`config.mk`:
```
export PLATFORM = sky130hd
export DESIGN_NAME = util_axis_xfifo_sync
export DESIGN_NICKNAME = d
export VERILOG_FILES = /design/src/rtl/util_axis_xfifo_sync.sv
export SDC_FILE = /design/constraint.sdc
export NUM_CORES = 2
export LEC_CHECK = 0
export BUFFER_PORTS_ARGS = -buffer_cell sky130_fd_sc_hd__buf_4
export CORE_ASPECT_RATIO = 0.9
export CORE_MARGIN = 8
export CORE_UTILIZATION = 50
export DETAILED_ROUTE_END_ITERATION = 12
export PLACE_DENSITY = 0.71
export SLEW_MARGIN = 5
export SYNTH_ARGS = -nofsm -noshare
export SYNTH_HDL_FRONTEND = slang
export SYNTH_SLANG_ARGS = --single-unit
```
`constraint.sdc`:
```
create_clock -name aclk -period 4.8 [get_ports aclk]
set_clock_uncertainty 0.2 [all_clocks]
set_input_delay 0.96 -clock aclk [delete_from_list [all_inputs] [get_ports aclk]]
set_output_delay 0.96 -clock aclk [all_outputs]
set_load 0.01 [all_outputs]
```
`src/rtl/util_axis_xfifo_sync.sv`:
```
// Single-clock AXI-Stream FIFO: RAM -> read register -> output register, FWFT.
// Optional packet gating (release only complete packets) and saturating occupancy count.
module util_axis_xfifo_sync #(
  parameter int FIFO_DEPTH  = 256,
  parameter int COUNT_WIDTH = 8,
  parameter int BUS_WIDTH   = 1,
  parameter int USER_WIDTH  = 1,
  parameter int DEST_WIDTH  = 1,
  parameter     RAM_TYPE    = "block",
  parameter bit PACKET_MODE = 1'b0,
  parameter bit COUNT_DELAY = 1'b1,
  parameter bit COUNT_ENA   = 1'b1
) (
  input  logic                     aclk,
  input  logic                     arst,
  input  logic                     s_axis_tvalid,
  output logic                     s_axis_tready,
  input  logic [BUS_WIDTH*8-1:0]   s_axis_tdata,
  input  logic [BUS_WIDTH-1:0]     s_axis_tkeep,
  input  logic                     s_axis_tlast,
  input  logic [USER_WIDTH-1:0]    s_axis_tuser,
  input  logic [DEST_WIDTH-1:0]    s_axis_tdest,
  output logic                     m_axis_tvalid,
  input  logic                     m_axis_tready,
  output logic [BUS_WIDTH*8-1:0]   m_axis_tdata,
  output logic [BUS_WIDTH-1:0]     m_axis_tkeep,
  output logic                     m_axis_tlast,
  output logic [USER_WIDTH-1:0]    m_axis_tuser,
  output logic [DEST_WIDTH-1:0]    m_axis_tdest,
  output logic [COUNT_WIDTH-1:0]   data_count
);

  localparam int AW      = $clog2(FIFO_DEPTH);
  localparam int W       = BUS_WIDTH * 8 + BUS_WIDTH + 1 + USER_WIDTH + DEST_WIDTH;
  localparam int LAST_IX = USER_WIDTH + DEST_WIDTH;

  localparam logic [AW-1:0] PTR_ONE  = {{(AW - 1){1'b0}}, 1'b1};
  localparam logic [AW:0]   OCC_ONE  = {{AW{1'b0}}, 1'b1};
  localparam logic [AW:0]   OCC_FULL = {1'b1, {AW{1'b0}}};

  logic [AW-1:0] wr_ptr, rd_ptr;
  logic [AW:0]   ram_cnt, occ, occ_next;
  logic          s1_valid, out_valid, ready_q;
  logic [W-1:0]  s_beat, s1_data, out_data;
  logic          wr_en, s1_load, out_load, out_take, pkt_ok;

  assign s_beat   = {s_axis_tdata, s_axis_tkeep, s_axis_tlast, s_axis_tuser, s_axis_tdest};
  assign wr_en    = s_axis_tvalid && ready_q;
  assign out_take = out_valid && pkt_ok && m_axis_tready;
  assign out_load = s1_valid && (!out_valid || out_take);
  assign s1_load  = (ram_cnt != '0) && (!s1_valid || out_load);

  always_comb begin
    occ_next = occ;
    case ({wr_en, out_take})
      2'b10:   occ_next = occ + OCC_ONE;
      2'b01:   occ_next = occ - OCC_ONE;
      default: occ_next = occ;
    endcase
  end

  // Storage carries no reset; the read register sits in front of the output stage.
  if (RAM_TYPE == "distributed") begin : g_ram_dist
    (* ram_style = "distributed" *) logic [W-1:0] mem [FIFO_DEPTH];
    always_ff @(posedge aclk) begin
      if (wr_en)   mem[wr_ptr] <= s_beat;
      if (s1_load) s1_data     <= mem[rd_ptr];
    end
  end else begin : g_ram_block
    (* ram_style = "block" *) logic [W-1:0] mem [FIFO_DEPTH];
    always_ff @(posedge aclk) begin
      if (wr_en)   mem[wr_ptr] <= s_beat;
      if (s1_load) s1_data     <= mem[rd_ptr];
    end
  end

  always_ff @(posedge aclk or posedge arst) begin
    if (arst) begin
      wr_ptr    <= '0;
      rd_ptr    <= '0;
      ram_cnt   <= '0;
      occ       <= '0;
      s1_valid  <= 1'b0;
      out_valid <= 1'b0;
      out_data  <= '0;
      ready_q   <= 1'b0;
    end else begin
      if (wr_en)   wr_ptr <= wr_ptr + PTR_ONE;
      if (s1_load) rd_ptr <= rd_ptr + PTR_ONE;
      case ({wr_en, s1_load})
        2'b10:   ram_cnt <= ram_cnt + OCC_ONE;
        2'b01:   ram_cnt <= ram_cnt - OCC_ONE;
        default: ram_cnt <= ram_cnt;
      endcase
      occ <= occ_next;
      if (s1_load)       s1_valid <= 1'b1;
      else if (out_load) s1_valid <= 1'b0;
      if (out_load) begin
        out_valid <= 1'b1;
        out_data  <= s1_data;
      end else if (out_take) begin
        out_valid <= 1'b0;
      end
      // Full is registered: a read while full frees a slot only from the next cycle.
      ready_q <= (occ_next != OCC_FULL);
    end
  end

  if (PACKET_MODE) begin : g_pkt
    logic [AW:0] pkt_cnt;
    logic        wr_last, rd_last;
    assign wr_last = wr_en && s_axis_tlast;
    assign rd_last = out_take && out_data[LAST_IX];
    always_ff @(posedge aclk or posedge arst) begin
      if (arst) pkt_cnt <= '0;
      else begin
        case ({wr_last, rd_last})
          2'b10:   pkt_cnt <= pkt_cnt + OCC_ONE;
          2'b01:   pkt_cnt <= pkt_cnt - OCC_ONE;
          default: pkt_cnt <= pkt_cnt;
        endcase
      end
    end
    assign pkt_ok = (pkt_cnt != '0);
  end else begin : g_nopkt
    assign pkt_ok = 1'b1;
  end

  if (COUNT_ENA) begin : g_cnt
    localparam int EW = (COUNT_WIDTH > AW + 1) ? COUNT_WIDTH : AW + 1;
    localparam logic [EW-1:0] CMAX = EW'({COUNT_WIDTH{1'b1}});
    logic [EW-1:0]          occ_ext;
    logic [COUNT_WIDTH-1:0] cnt_sat, cnt_q;
    assign occ_ext = EW'(occ);
    assign cnt_sat = (occ_ext > CMAX) ? COUNT_WIDTH'(CMAX) : COUNT_WIDTH'(occ_ext);
    always_ff @(posedge aclk or posedge arst) begin
      if (arst) cnt_q <= '0;
      else      cnt_q <= cnt_sat;
    end
    if (COUNT_DELAY) begin : g_dly
      logic [COUNT_WIDTH-1:0] dly_q;
      always_ff @(posedge aclk or posedge arst) begin
        if (arst) dly_q <= '0;
        else      dly_q <= cnt_q;
      end
      assign data_count = dly_q;
    end else begin : g_nodly
      assign data_count = cnt_q;
    end
  end else begin : g_nocnt
    assign data_count = '0;
  end

  assign s_axis_tready = ready_q;
  assign m_axis_tvalid = out_valid && pkt_ok;
  assign {m_axis_tdata, m_axis_tkeep, m_axis_tlast, m_axis_tuser, m_axis_tdest} = out_data;

endmodule

```
# == Word-level counts from Yosys, hierarchy flattened ==
# Memory sizes are Yosys's and may differ from the RTL's. A register that Yosys moved wholly into a read port is not among the register bits.
# Index checks and enable logic that the tools add are counted.
# word_totals
wordCells,44
ramBits,3072
regBits,65
mem_count,1
out_inout_bits,22
# memory_table
name,words,word_bits,rd,rd_clocked_by_memory_dff,wr,line_no,text
g_ram_block.mem,256,12,1,1,1,70,"(* ram_style = ""block"" *) logic [W-1:0] mem [FIFO_DEPTH];"
# op_classes
n_eq_ne,5
mux,9
order_cmp,1
add_sub_neg,6
n_reduce_logical,12
# op_table
operator,n
$pmux 9 s2,2
$add 9x1->9 const B,2
$sub 9x1->9 const B,2
$add 8x1->8 const B,2
$gt 9x8->1 const B,1
$ne 9x9->1 const B,1
$reduce_bool 9->1,1
$mux 8,1
$mux 1,6
$reduce_bool 2->1,3
$eq 2x1->1 const B,2
$eq 2x2->1 const B,2
$logic_and 1x1->1,4
$logic_not 1->1,2
$logic_or 1x1->1,2

# == Longest topological paths before layout ==
# depth
word_depth,7
ltp_mapped,13
ltp_nobuf,13

# == Least setup slack after synthesis ==
# Ideal clock, no wire load.
# synth_timing
path_type,input port to flip-flop
startpoint,input port m_axis_tready
endpoint,register ram_cnt[8]
cell_stages,11
setup_slack_ns,0.437
arrival_time_ns,4.084
path_buffers,0
setup_time_ns,0.079
path_cell_list,nor2b_1 -> a21oi_1 -> ha_1 -> ha_1 -> a21o_1 -> a21oi_1 -> o21bai_1 -> a2111o_1 -> and3_1 -> nor3_1 -> xor2_1
# synth_between
elab_chain_len,7
# synth_rtl
element,line_no,text
from (decl),24,"input logic m_axis_tready,"
$logic_and 1x1->1 *,49,assign out_take = out_valid && pkt_ok && m_axis_tready;
$logic_or 1x1->1 *,50,assign out_load = s1_valid && (!out_valid || out_take);
$logic_and 1x1->1 *,50,
$logic_or 1x1->1 *,51,assign s1_load = (ram_cnt != '0) && (!s1_valid || out_load);
$logic_and 1x1->1 *,51,
via s1_load,45,"logic wr_en, s1_load, out_load, out_take, pkt_ok;"
$eq 2x1->1 / $eq 2x2->1 (equally long branches),90,"case ({wr_en, s1_load})"
$pmux 9 s2 / $reduce_bool 2->1 (equally long branches),-,
to (signal assigned),91,2'b10: ram_cnt <= ram_cnt + OCC_ONE;
to (signal assigned),92,2'b01: ram_cnt <= ram_cnt - OCC_ONE;
to (signal assigned),93,default: ram_cnt <= ram_cnt;
to (decl),42,"logic [AW:0] ram_cnt, occ, occ_next;"
# The timed path passes the listed nets; every way through them passes the cells marked *.
# A chain may end at the register's enable or synchronous reset.

==> results.sh <==
export IMPL_status="completed"
export IMPL_p_int_w=0.0531
export IMPL_drt_total_wl_mm=317
export IMPL_root_buffer="clkbuf_16"
export IMPL_worstSetupPathType="reg -> reg"
export IMPL_finalPower_w=0.0779
export IMPL_final_common_cell="edfxtp_1"
export IMPL_worstPathRequired_ps=5170
export IMPL_reg2reg_from="rd_ptr[0]"
export IMPL_p_per_area_nw_per_um2=561
export IMPL_finalWeightedCongestion=0.865
export IMPL_reg2reg_to="s1_data[10]"
export IMPL_ir_drop_uv=574
export IMPL_areaGrowthSynthToFinish_pct=12.6
export IMPL_tightest_slew_ps=1320
export IMPL_initial_core_util=0.501
export IMPL_coreArea_sq_um=246000
export IMPL_hp_class="reg -> reg"
export IMPL_max_freq_mhz=214
export IMPL_reg2reg_depth=10
export IMPL_stdcell_area_sq_um=139000
export IMPL_cp_startpoint="rd_ptr[0]"
export IMPL_clk_pin_slew_ps=60
export IMPL_htreeDepth=5
export IMPL_vias_per_cell=6.47
export IMPL_setup_viol=0
export IMPL_finalSetupTns_ps=0
export IMPL_tritoncts="done"
export IMPL_p_clk_frac=0.296
export IMPL_fp_row_count=173
export IMPL_antenna_found_initial=13
export IMPL_maxSlewViolCount=0
export IMPL_detail_route_wl_per_cell_um=32.8
export IMPL_yosysWarnings=0
export IMPL_utilization=0.564
export IMPL_cp_endpoint="s1_data[10]"
export IMPL_seqCellArea_sq_um=94300
export IMPL_ys_seq_area_frac=0.764
export IMPL_ioPinCount=38
export IMPL_insertion_delay_ps=860
export IMPL_gr_total_overflow=0
export IMPL_period_share=0.975
export IMPL_track_usage=0.236
export IMPL_dieHeight_um=487
export IMPL_hold_viol_final=0
export IMPL_synth_area_per_cell_sq_um=21.4
export IMPL_hpwlAfterDp_mm=189
export IMPL_async_reset_ff_frac=0.0206
export IMPL_rsz0062_at_grt="no"
export IMPL_critPathMaxFanout=25
export IMPL_drt_pass1_iter_count=6
export IMPL_crit_path_end_kind="flip-flop"
export IMPL_p_leak_nw=45.1
export IMPL_die_area_sq_um=263000
export IMPL_final_cell_mix="edfxtp_1, mux4_2, buf_4"
export IMPL_drive_gt1_frac=0.231
export IMPL_die_width_um=539
export IMPL_synth_edf_count=3084
export IMPL_cts_sinks=3149
export IMPL_num_fill_cells=17500
export IMPL_grt_first_pass_wirelength_mm=450
export IMPL_crit_chain="buf_12, buf_12, buf_4, mux4_2, mux2i_1, o21ai_0, o21ai_0, a221oi_1, nor2_1, nand3_1"
export IMPL_p_switching_w=0.0248
export IMPL_ys_seq_elements=3149
export IMPL_comb_power_share=0.298
export IMPL_ff2ff_setup_slack_ps=120
export IMPL_vias=62600
export IMPL_cts_made_buffers=306
export IMPL_synthCells=5761
export IMPL_cp_slowest_cell="dfrtp_4"
export IMPL_drt_iter0_markers=8796
export IMPL_critPathMaxStageDelay_ps=780
export IMPL_cap_violations=0
export IMPL_grt_pass1_vias=61100
export IMPL_synth_main_ff_cell="edfxtp_1"
export IMPL_fin_crit_ps=4680
export IMPL_netlist_cell_type_count=76
export IMPL_synthesis_nets=5794
export IMPL_synthesis_area_sq_um=123000
export IMPL_ctsResizeCount=0
export IMPL_grt_max_degree=135
export IMPL_max_slew_margin=0.116
export IMPL_port_buffers=37
export IMPL_drc_errors=0
export IMPL_finalNetCount=6232
export IMPL_post_dp_cell_area_sq_um=129000
export IMPL_max_clock_path_buffers=4
export IMPL_crit_arrival_ps=5050
export IMPL_drtAntennaViolNets=0
export IMPL_seq_power_share=0.406
export IMPL_p_sw_frac=0.318
export IMPL_cp_start_kind="flip-flop"
export IMPL_multiInputGateArea_sq_um=26600
-- worst min-delay path by stage --
stage	from	to	slack, ps	cells after the start
2_1_floorplan	g_cnt.cnt_q[0]	data_count[0]	130	0
3_3_place_gp	g_cnt.cnt_q[5]	data_count[5]	130	0
3_5_place_dp	g_cnt.cnt_q[5]	data_count[5]	140	0
4_1_cts	g_cnt.cnt_q[5]	data_count[5]	140	0
5_1_grt	g_cnt.cnt_q[0]	data_count[0]	160	0
6_report	g_cnt.cnt_q[5]	data_count[5]	140	0
-- critical path: cells and delay by family (launching register included) --
kind	cells	cell delay, ps
multiplexers	2	880
AND/OR/NAND/NOR	2	760
buffers and inverters	3	820
AO/OA/AOI/OAI	3	850
flip-flops	1	780
-- synth_stat cells, types with 6 or more instances --
cell / n / area share
o211ai_1: 14 / 0.00085
and3_1: 6 / 0.00030
xnor2_1: 21 / 0.0015
mux4_2: 499 / 0.091
o22ai_1: 45 / 0.0023
buf_12: 24 / 0.0039
ha_1: 16 / 0.0016
clkbuf_8: 12 / 0.0013
nor2_1: 335 / 0.010
or2_2: 12 / 0.00061
nand4_1: 6 / 0.00030
clkbuf_1: 121 / 0.0037
nand2_1: 166 / 0.0051
a221oi_1: 54 / 0.0038
or3_1: 10 / 0.00051
buf_4: 35 / 0.0021
buf_1: 22 / 0.00067
mux2i_1: 325 / 0.026
a221oi_2: 6 / 0.00073
nor3_1: 20 / 0.00081
o21ai_1: 6 / 0.00024
a31oi_1: 8 / 0.00041
nor4_1: 8 / 0.00041
a21oi_1: 103 / 0.0042
a211oi_1: 30 / 0.0018
buf_2: 100 / 0.0041
buf_8: 18 / 0.0022
mux4_1: 183 / 0.039
edfxtp_1: 3084 / 0.75
a211o_1: 6 / 0.00043
o21ai_0: 70 / 0.0028
xor2_1: 10 / 0.00071
inv_1: 14 / 0.00043
o311ai_0: 7 / 0.00050
a21o_1: 6 / 0.00037
nand3_1: 39 / 0.0016
nor2b_1: 11 / 0.00056
mux2_2: 38 / 0.0035
o221ai_1: 89 / 0.0063
buf_6: 19 / 0.0017
a2111oi_0: 17 / 0.0012
a22oi_1: 13 / 0.00079
dfrtp_1: 65 / 0.013
-- sequential cells by signal, indices dropped and copies added, names as in the netlist --
name	cells
g_cnt.cnt_q	8
data_count	8
wr_ptr	8
s1_valid	1
rd_ptr	8
m_axis_tvalid	1
s1_data	12
g_cnt.occ_ext	9
ram_cnt	9
s_axis_tready	1
out_data	12
g_ram_block.mem	3072
-- stage by stage --
step	hold slack [ps]	cells	setup slack, ps
2_1_floorplan	131	5761	437
4_1_cts	144	9669	325
6_report	143	9678	120
5_1_grt	163	9671	181
3_5_place_dp	136	9127	339
3_3_place_gp	133	9127	349
-- per-layer routing --
| metal | vias up | track usage | share of wire |
|---|---|---|---|
| met5 | - | 0 | 0.000079 |
| met4 | 4 | 0.0840 | 0.041 |
| met3 | 650 | 0.0572 | 0.12 |
| met2 | 3985 | 0.359 | 0.46 |
| met1 | 32900 | 0.336 | 0.38 |
| li1 | 25100 | - | - |
-- layout make-up --
class,instances,area share
diodes,9,0.000162
clock buffers,373,0.0577
clock inverters,168,0.0105
inverters,16,0.000513
multi-input cells,2242,0.192
flip-flops and latches,3149,0.679
well taps,3237,0.0292
repair buffers,484,0.0317
-- power by group through the flow --
stage,clock (W),sequential [W],combinational [W]
after floorplan,0,0.0316,0.0148
after global placement,0,0.0321,0.0227
after detailed placement,0,0.0322,0.0228
after CTS,0.0233,0.0316,0.0230
after global routing,0.0243,0.0316,0.0239
final,0.0231,0.0316,0.0232
-- timing repair --
item,in CTS,in global routing
setup buffers,0,0
hold buffers,1,0
endpoints found under the hold margin,36,0
-- cell families (layout without fill, tap and decap cells) --
kind of cell,count (synthesis),after routing,share of synthesized area
muxes,1045,1045,0.160
other,0,9,0
DFF,3149,3149,0.764
AOI/OAI and AO/OA,512,512,0.0296
buffers and inverters,370,1041,0.0204
and+or+nand+nor,637,637,0.0218
adders and majority gates,17,17,0.00179
xor gates and xnor gates,31,31,0.00220
(Power assumes the default switching activity.)
